`src/rtl/dtmr_pwm_drv_pkg.sv`:
```
// dtmr_pwm_drv_pkg: shared state encoding, fault popcount and command width for the DTMR voter and PWM driver
package dtmr_pwm_drv_pkg;
  localparam int CMD_L_DEF = 4;
  typedef enum logic [1:0] {RUN, DEAD, SAFE} drv_state_t;
  function automatic logic [1:0] popcount3(input logic [2:0] f);
    return {1'b0, f[0]} + {1'b0, f[1]} + {1'b0, f[2]};
  endfunction
endpackage

```
`src/rtl/dtmr_pwm_core.sv`:
```
// dtmr_pwm_core: prescaler, period counter and duty latch producing the raw active level and period boundary pulse
module dtmr_pwm_core
  import dtmr_pwm_drv_pkg::*;
#(
  parameter int CMD_L = CMD_L_DEF,
  parameter int PRESC = 1
) (
  input  logic             clk,
  input  logic             rst,
  input  logic             freeze,
  input  logic             load,
  input  logic [CMD_L-1:0] speed_cmd,
  output logic             wrap,
  output logic             active,
  output logic             period_start
);
  localparam int PW = PRESC > 1 ? $clog2(PRESC) : 1;
  localparam logic [CMD_L-1:0] CMAX = CMD_L'((1 << CMD_L) - 2);
  logic [PW-1:0] presc;
  logic [CMD_L-1:0] cnt, duty;
  logic tick;
  assign tick = presc == PW'(PRESC - 1);
  assign wrap = tick && cnt == CMAX;
  assign active = cnt < duty;
  // duty only moves at a period boundary or on restart after dead time, so the output never sees a runt pulse
  always_ff @(posedge clk or posedge rst) begin
    if (rst) begin
      presc <= '0;
      cnt <= '0;
      duty <= '0;
      period_start <= 1'b0;
    end else begin
      period_start <= load || (!freeze && wrap);
      if (load) begin
        presc <= '0;
        cnt <= '0;
        duty <= speed_cmd;
      end else if (!freeze) begin
        presc <= tick ? '0 : presc + 1'b1;
        if (tick) cnt <= wrap ? '0 : cnt + 1'b1;
        if (wrap) duty <= speed_cmd;
      end
    end
  end
endmodule

```
`src/rtl/dtmr_pwm_drv.sv`:
```
// dtmr_pwm_drv: H-bridge PWM driver with dead time and latched fault safe state; DTMR_FAULT_CNT_EN adds a single-fault counter
module dtmr_pwm_drv
  import dtmr_pwm_drv_pkg::*;
#(
  parameter int CMD_L = CMD_L_DEF,
  parameter int PRESC = 1,
  parameter int DEAD_CYC = 16,
  parameter int FLT_PERS = 2
) (
  input  logic             clk,
  input  logic             rst,
  input  logic [CMD_L-1:0] speed_cmd,
  input  logic [CMD_L-1:0] dir_cmd,
  input  logic [2:0]       fault,
  input  logic             fault_clr,
  output logic             pwm_a,
  output logic             pwm_b,
  output logic             dir_o,
  output logic             safe,
  output logic             period_start
`ifdef DTMR_FAULT_CNT_EN
  ,
  output logic [7:0]       fault_cnt
`endif
);
  localparam int DW = DEAD_CYC > 1 ? $clog2(DEAD_CYC) : 1;
  localparam int PSW = $clog2(FLT_PERS + 1);
  drv_state_t state, state_nxt;
  logic [DW-1:0] dcnt;
  logic [PSW-1:0] pers, pers_nxt;
  logic [1:0] pc;
  logic multi, go_safe, clr_ok, rev, dead_done, load, freeze, wrap, active, drive;
  logic unused_dir;
  assign unused_dir = ^dir_cmd[CMD_L-2:0];
  dtmr_pwm_core #(.CMD_L(CMD_L), .PRESC(PRESC)) u_core (
    .clk(clk),
    .rst(rst),
    .freeze(freeze),
    .load(load),
    .speed_cmd(speed_cmd),
    .wrap(wrap),
    .active(active),
    .period_start(period_start)
  );
  // next state with precedence SAFE entry > fault clear > direction reversal > end of dead time
  always_comb begin
    pc = popcount3(fault);
    multi = pc >= 2'd2;
    pers_nxt = multi ? (pers == PSW'(FLT_PERS) ? pers : pers + 1'b1) : '0;
    go_safe = pers_nxt == PSW'(FLT_PERS);
    clr_ok = state == SAFE && fault_clr && !multi;
    rev = state == RUN && wrap && dir_cmd[CMD_L-1] != dir_o;
    dead_done = state == DEAD && dcnt == DW'(DEAD_CYC - 1);
    state_nxt = go_safe ? SAFE : (clr_ok || rev) ? DEAD : dead_done ? RUN : state;
    load = state == DEAD && state_nxt == RUN;
    freeze = state_nxt != RUN;
    drive = state_nxt == RUN && !load && active;
  end
  // state, dead-time and persistence registers plus the gated bridge outputs
  always_ff @(posedge clk or posedge rst) begin
    if (rst) begin
      state <= RUN;
      pers <= '0;
      dcnt <= '0;
      dir_o <= 1'b0;
      pwm_a <= 1'b0;
      pwm_b <= 1'b0;
      safe <= 1'b0;
    end else begin
      state <= state_nxt;
      pers <= pers_nxt;
      dcnt <= (state == DEAD && state_nxt == DEAD) ? dcnt + 1'b1 : '0;
      dir_o <= load ? dir_cmd[CMD_L-1] : dir_o;
      pwm_a <= drive && !dir_o;
      pwm_b <= drive && dir_o;
      safe <= state_nxt == SAFE;
    end
  end
`ifdef DTMR_FAULT_CNT_EN
  // saturating count of cycles with exactly one module disagreeing, cleared by an accepted fault clear
  always_ff @(posedge clk or posedge rst) begin
    if (rst) fault_cnt <= '0;
    else fault_cnt <= clr_ok ? '0 : (pc == 2'd1 && fault_cnt != 8'hff) ? fault_cnt + 1'b1 : fault_cnt;
  end
`endif
endmodule

```
`config.mk`:
```
export PLATFORM = sky130hd
export DESIGN_NAME = dtmr_pwm_drv
export DESIGN_NICKNAME = d
export VERILOG_FILES = /design/src/rtl/dtmr_pwm_drv_pkg.sv /design/src/rtl/dtmr_pwm_core.sv /design/src/rtl/dtmr_pwm_drv.sv
export SDC_FILE = /design/constraint.sdc
export NUM_CORES = 1
export LEC_CHECK = 0
export ABC_AREA = 0
export CAP_MARGIN = 20
export CORE_MARGIN = 1
export CORE_UTILIZATION = 51
export CTS_CLUSTER_DIAMETER = 60
export DETAILED_ROUTE_END_ITERATION = 16
export PLACE_DENSITY = 0.81
export SYNTH_ARGS = -nofsm -noshare
export SYNTH_HDL_FRONTEND = slang
export SYNTH_SLANG_ARGS = --single-unit
```
`constraint.sdc`:
```
create_clock -name clk -period 1.93 [get_ports clk]
set_input_delay 0.193 -clock clk [delete_from_list [all_inputs] [get_ports clk]]
set_output_delay 0.193 -clock clk [all_outputs]
set_load 0.005 [all_outputs]
```
==> results of run 1 <==
[flip-flops by register name, summed over array words and instances (netlist names)]
signal,flops
u_core.duty,4
pwm_b,1
pwm_a,1
u_core.period_start,1
dcnt,4
state,2
safe,1
u_core.cnt,4
pers,2
dir_o,1
[cell families after synthesis]
kind of cell    share of synthesized area, %
simple gates                            19.3
flops                                   48.5
compound gates                          10.2
xor+xnor                                2.43
buf+inv                                 3.12
fa+ha+maj                               9.24
mux                                     7.28
[power groups by stage]
stage	sequential [uW]	combinational (uW)	clock, uW
2_1_floorplan	731	613	0
3_3_place_gp	751	868	0
3_5_place_dp	762	906	0
4_1_cts	755	921	207
5_1_grt	780	1020	226
6_report	758	911	200
[metal layers]
metal / track usage (%) / wire, um / up-vias
li1: - / - / 385
met1: 20.8 / 816 / 362
met2: 39.2 / 999 / 25
met3: 2.22 / 69 / 4
met4: 6.67 / 18 / 0
met5: 0 / 0 / -
[worst min path at each step]
stage | slack [ns] | startpoint | cells after the start | to
after floorplan | 0.17 | rst | 1 | dcnt[0]$_DFF_PP0_
after global placement | 0.46 | dcnt[0]$_DFF_PP0_ | 1 | dcnt[0]$_DFF_PP0_
after detailed placement | 0.50 | rst | 2 | pwm_a$_DFF_PP0_
after CTS | 0.18 | rst | 2 | state[1]$_DFF_PP0_
after global routing | 0.21 | rst | 2 | state[1]$_DFF_PP0_
final | 0.17 | rst | 2 | state[1]$_DFF_PP0_
[metrics by stage]
step,std cells,hold WS (ns)
floorplan,94,0.170
global placement,142,0.463
detailed placement,142,0.500
CTS,146,0.177
global route,146,0.210
finish,146,0.171
[cell usage after synthesis, drive strengths merged (3+ instances only)]
| library cell | instances | share of area, % |
|---|---|---|
| and2 | 4 | 2.3 |
| nand3 | 4 | 1.8 |
| dfrtp | 21 | 48 |
| inv | 9 | 3.1 |
| mux2 | 7 | 7.3 |
| nor2 | 3 | 1.0 |
| nor2b | 3 | 1.7 |
| ha | 8 | 9.2 |
| a21o | 4 | 2.8 |
| nand2 | 5 | 1.7 |
| nor4 | 3 | 1.7 |
[final cells by class]
class                   count  area (sq um)  share of cell area, %
clock buffers               4          26.3                   1.96
well taps                  27          33.8                   2.52
repair buffers             21           195                   14.6
inverters                   9          33.8                   2.52
flip-flops and latches     21           526                   39.3
multi-input cells          64           524                   39.2
[worst max-delay path: stages (launching register included)]
cell                      delay, ns
sky130_fd_sc_hd__dfrtp_1       0.34
sky130_fd_sc_hd__inv_1         0.04
sky130_fd_sc_hd__ha_1          0.28
sky130_fd_sc_hd__nor2b_1       0.15
sky130_fd_sc_hd__a21oi_1       0.14
sky130_fd_sc_hd__buf_4         0.15
sky130_fd_sc_hd__nand3_1       0.17
sky130_fd_sc_hd__a221o_1       0.39
==> flow_metrics.env, run 1 <==
export IMPL_final_net_count=142
export IMPL_power_switching_uw=675
export IMPL_yosysSeqAreaShare_pct=48.5
export IMPL_timing_final_crit_share_pct=91.0
export IMPL_critPathKind="reg2reg"
export IMPL_worst_setup_path_startpoint="pers[0]$_DFF_PP0_"
export IMPL_post_synth_cell_area_avg_sq_um=11.5
export IMPL_internal_power_uw=1190
export IMPL_post_cts_resize_count=0
export IMPL_final_setup_tns_ns=0
export IMPL_maximum_vdd_drop_v=0.000848
export IMPL_clkSinkCount=21
export IMPL_initialDrtViolationCount=14
export IMPL_result_of_the_run="complete, no violations"
export IMPL_coreArea_sq_um=1980
export IMPL_worst_r2r_endpoint="u_core.cnt[2]$_DFFE_PP0P_"
export IMPL_drive_above_1_share_pct=16.8
export IMPL_worst_ep_required_time_ns=2.12
export IMPL_synth_ff_latch_count=21
export IMPL_boundaryPins=19
export IMPL_netSwitchingFraction_pct=36.1
export IMPL_design_die_area_sq_um=2310
export IMPL_final_setup_viol_count=0
export IMPL_synthToLayoutAreaGrowth_pct=23.6
export IMPL_gp_congestion=0.790
export IMPL_cap_viol_max_count=0
export IMPL_critical_path_startpoint_type="flop"
export IMPL_grt_start_max_net_pins=12
export IMPL_detail_route_drc_violations=0
export IMPL_total_power_uw=1870
export IMPL_combinationalPowerShare_pct=48.7
export IMPL_timing_critical_path_fanout_max=4
export IMPL_die_span_in_x_um=48.1
export IMPL_synth_async_reset_ratio_pct=100
export IMPL_grt_overflow_total=0
export IMPL_timing_final_hold_violations=0
export IMPL_portion_of_total_power_attributed_to_the_clock_network_pct=10.7
export IMPL_finalMaxSlewViolations=0
export IMPL_post_synth_instance_area_sq_um=1080
export IMPL_layout_cells_most_common="sky130_fd_sc_hd__dfrtp_1"
export IMPL_cts_tree="built"
export IMPL_cts_buffers_inserted=3
export IMPL_die_h_um=48.1
export IMPL_placement_rows=16
export IMPL_clock_root_buffer="sky130_fd_sc_hd__clkbuf_4"
export IMPL_worst_r2r_setup_slack_ns=0.17
export IMPL_antenna_violations_before_repair=0
export IMPL_synth_flop_cell="sky130_fd_sc_hd__dfrtp_1"
export IMPL_worst_ep_arrival_time_ns=1.94
export IMPL_final_design_area_no_fill_sq_um=1340
export IMPL_maxSlewHeadroom_pct=73.5
export IMPL_place_hpwl_um=1480
export IMPL_wl_per_cell_um=13.0
export IMPL_number_of_buffers_inserted_by_port_buffering=15
export IMPL_n_fill_cell=151
export IMPL_fin_util_pct=67.6
export IMPL_unrepaired_setup_endpoints_after_global_routing="no"
export IMPL_initial_utilization_pct=54.7
export IMPL_drt_antenna_violating_nets=0
export IMPL_end_kind="flop"
export IMPL_post_cts_setup_buffers=0
export IMPL_worst_r2r_cell_count=7
export IMPL_synth_cell_types=28
export IMPL_power_density_nw_per_um2=1400
export IMPL_grt_use_total_pct=19.6
export IMPL_power_share_sequential_pct=40.6
export IMPL_cts_clock_pin_slew_for_the_worst_setup_and_hold_paths_ns=0.11
export IMPL_first_global_vias=776
export IMPL_cts_buffer_depth=2
export IMPL_detailroute_via_count=776
export IMPL_totalWireLength_um=1900
export IMPL_antenna_cells_inserted=0
export IMPL_grt_pass1_wl_um=3060
export IMPL_synthCells=94
export IMPL_synth_yosys_warnings=0
export IMPL_post_route_min_period_ns=1.76
export IMPL_crit_reg2reg_launch="pers[0]$_DFF_PP0_"
export IMPL_holdBufCountCts=0
export IMPL_total_placed_instance_area_sq_um=1310
export IMPL_cellLeakagePower_uw=0.000637
export IMPL_syn_num_nets=116
export IMPL_finClkSkew_ns=0.00383
export IMPL_cts_htree_levels=1
export IMPL_drt_pass1_iter_count=5
export IMPL_number_of_enable_type_register_cells_in_the_synthesized_netlist=0
export IMPL_vias_per_cell=5.32
export IMPL_maxClockFrequency_mhz=570
export IMPL_mostFrequentLayoutCells="sky130_fd_sc_hd__dfrtp_1 (21), sky130_fd_sc_hd__clkdlybuf4s50_1 (15), sky130_fd_sc_hd__inv_1 (9), sky130_fd_sc_hd__ha_1 (8), sky130_fd_sc_hd__mux2_2 (7)"
export IMPL_critPathCapture="u_core.cnt[2]$_DFFE_PP0P_"
export IMPL_holdCritPathClass="in2async"
export IMPL_finalWorstSetupSlack_ns=0.174
export IMPL_clock_insertion_delay_worst_skew_ns=0.29
export IMPL_transition_time_at_the_pin_with_the_least_slew_margin_ns=0.398
export IMPL_place_worst_setup_slack_ns=-0.154
No activity file was read; power rests on OpenSTA's default activity.
==> run 2, diff against run 1 <==
clock period = 1.7 ns   (was 1.93 ns; I/O delays follow)
==> flow_metrics.env, run 2 (synthesis gave the netlist of run 1 again) <==
export IMPL_result_of_the_run="complete, no violations"
export IMPL_final_net_count=144
export IMPL_cts_htree_levels=1
export IMPL_number_of_buffers_inserted_by_port_buffering=15
export IMPL_antenna_cells_inserted=0
export IMPL_coreArea_sq_um=1980
export IMPL_power_density_nw_per_um2=1680
export IMPL_maxClockFrequency_mhz=589
export IMPL_gp_congestion=0.791
export IMPL_power_share_sequential_pct=36.3
export IMPL_final_setup_viol_count=0
export IMPL_grt_use_total_pct=20.3
export IMPL_totalWireLength_um=2230
export IMPL_grt_pass1_wl_um=3190
export IMPL_place_hpwl_um=1470
export IMPL_total_power_uw=2420
export IMPL_initial_utilization_pct=54.7
export IMPL_design_die_area_sq_um=2310
export IMPL_maxSlewHeadroom_pct=79.8
export IMPL_drive_above_1_share_pct=27.3
export IMPL_end_kind="flop"
export IMPL_final_design_area_no_fill_sq_um=1440
export IMPL_cts_buffer_depth=2
export IMPL_clock_root_buffer="sky130_fd_sc_hd__clkbuf_4"
export IMPL_combinationalPowerShare_pct=53.7
export IMPL_maximum_vdd_drop_v=0.00138
export IMPL_grt_start_max_net_pins=22
export IMPL_holdCritPathClass="in2async"
export IMPL_unrepaired_setup_endpoints_after_global_routing="yes"
export IMPL_antenna_violations_before_repair=0
export IMPL_timing_final_crit_share_pct=99.9
export IMPL_initialDrtViolationCount=4
export IMPL_worst_ep_arrival_time_ns=1.89
export IMPL_timing_critical_path_fanout_max=5
export IMPL_cts_tree="built"
export IMPL_vias_per_cell=5.45
export IMPL_power_switching_uw=930
export IMPL_cap_viol_max_count=0
export IMPL_synthToLayoutAreaGrowth_pct=33.0
export IMPL_timing_final_hold_violations=0
export IMPL_netSwitchingFraction_pct=38.4
export IMPL_wl_per_cell_um=15.1
export IMPL_grt_overflow_total=0
export IMPL_mostFrequentLayoutCells="sky130_fd_sc_hd__dfrtp_1 (20), sky130_fd_sc_hd__clkdlybuf4s50_1 (15), sky130_fd_sc_hd__inv_1 (8), sky130_fd_sc_hd__ha_1 (8), sky130_fd_sc_hd__buf_4 (8)"
export IMPL_internal_power_uw=1490
export IMPL_fin_util_pct=72.7
export IMPL_cts_clock_pin_slew_for_the_worst_setup_and_hold_paths_ns=0.12
export IMPL_cellLeakagePower_uw=0.000676
export IMPL_boundaryPins=19
export IMPL_drt_pass1_iter_count=3
export IMPL_critical_path_startpoint_type="flop"
export IMPL_first_global_vias=778
export IMPL_detail_route_drc_violations=0
export IMPL_final_hold_worst_slack_ns=0.181
export IMPL_transition_time_at_the_pin_with_the_least_slew_margin_ns=0.303
export IMPL_holdBufCountCts=0
export IMPL_final_instance_count_excl_fill=148
export IMPL_finClkSkew_ns=0.00636
export IMPL_worst_ep_required_time_ns=1.89
export IMPL_finalMaxSlewViolations=0
export IMPL_detailroute_via_count=806
export IMPL_post_place_cells=142
export IMPL_die_h_um=48.1
export IMPL_critPathKind="reg2reg"
export IMPL_clock_insertion_delay_worst_skew_ns=0.31
export IMPL_crit_reg2reg_launch="dcnt[0]$_DFF_PP0_"
export IMPL_total_placed_instance_area_sq_um=1310
export IMPL_portion_of_total_power_attributed_to_the_clock_network_pct=10.0
export IMPL_placement_rows=16
export IMPL_die_span_in_x_um=48.1
export IMPL_drt_antenna_violating_nets=0
export IMPL_cts_buffers_inserted=3
export IMPL_top_flop_regs="dcnt: 4 flops, u_core.cnt: 4 flops, u_core.duty: 4 flops"
export IMPL_layout_cells_most_common="sky130_fd_sc_hd__dfrtp_1"
export IMPL_worst_setup_path_startpoint="dcnt[0]$_DFF_PP0_"
export IMPL_post_route_min_period_ns=1.70
export IMPL_clkSinkCount=21
==> run 2: cell count changes in the layout (fill, tap and decap cells not counted), sizes merged <==
cell	before	now
buf	6	8
==> run 2: power groups by stage <==
stage	sequential [uW]	clock, uW	combinational (uW)
after floorplan	830	0	696
after global placement	852	0	1000
after detailed placement	862	0	1030
after CTS	852	245	1060
after global routing	904	257	1430
final	879	243	1300
==> run 2: area by class of cell <==
cell class              count  area [sq um]
clock buffers               4          26.3
fillers                   135           541
inverters                   9          33.8
multi-input cells          64           611
flip-flops and latches     21           527
well taps                  27          33.8
repair buffers             23           210
==> run 2: layer usage <==
metal	up-vias	GRT usage, %	wire length (um)
met4	0	10.0	28
met5	-	0	0
li1	391	-	-
met1	397	24.8	937
met3	4	2.22	43
met2	14	35.7	1230
==> run 2: path summary, 6_finish.rpt <==
path	end	slack (ns)	cells after the start
worst max-delay path	pwm_a$_DFF_PP0_	0.002	5
worst min-delay path	state[0]$_DFF_PP0_	0.18	3
worst max register to register	pwm_a$_DFF_PP0_	0.002	5
worst min register to register	dcnt[0]$_DFF_PP0_	0.49	1
max in group asynchronous	state[1]$_DFF_PP0_	1.28	3
min in group clk	u_core.duty[1]$_DFFE_PP0P_	0.47	2
==> run 2: per-stage QoR <==
stage / worst slack (ns) / TNS (ns)
3_3_place_gp: -0.304 / -3.73
2_1_floorplan: 0.0276 / 0
6_report: 0.00200 / 0
4_1_cts: -0.00293 / -0.00293
5_1_grt: -0.0948 / -0.465
3_5_place_dp: -0.356 / -4.40
==> run 2: critical path, cell delays in order (launching register included) <==
cell	delay, ns
sky130_fd_sc_hd__dfrtp_1	0.40
sky130_fd_sc_hd__ha_1	0.19
sky130_fd_sc_hd__nand4b_1	0.16
sky130_fd_sc_hd__a32oi_4	0.29
sky130_fd_sc_hd__nand2_1	0.20
sky130_fd_sc_hd__a2111oi_2	0.34
==> run 2: timing repair <==
| action | in CTS | in global routing |
|---|---|---|
| pin swaps | 1 | 6 |
| buffers inserted | 1 | 1 |
| resized for setup | 1 | 19 |
| endpoints found under the setup margin | 7 | 13 |
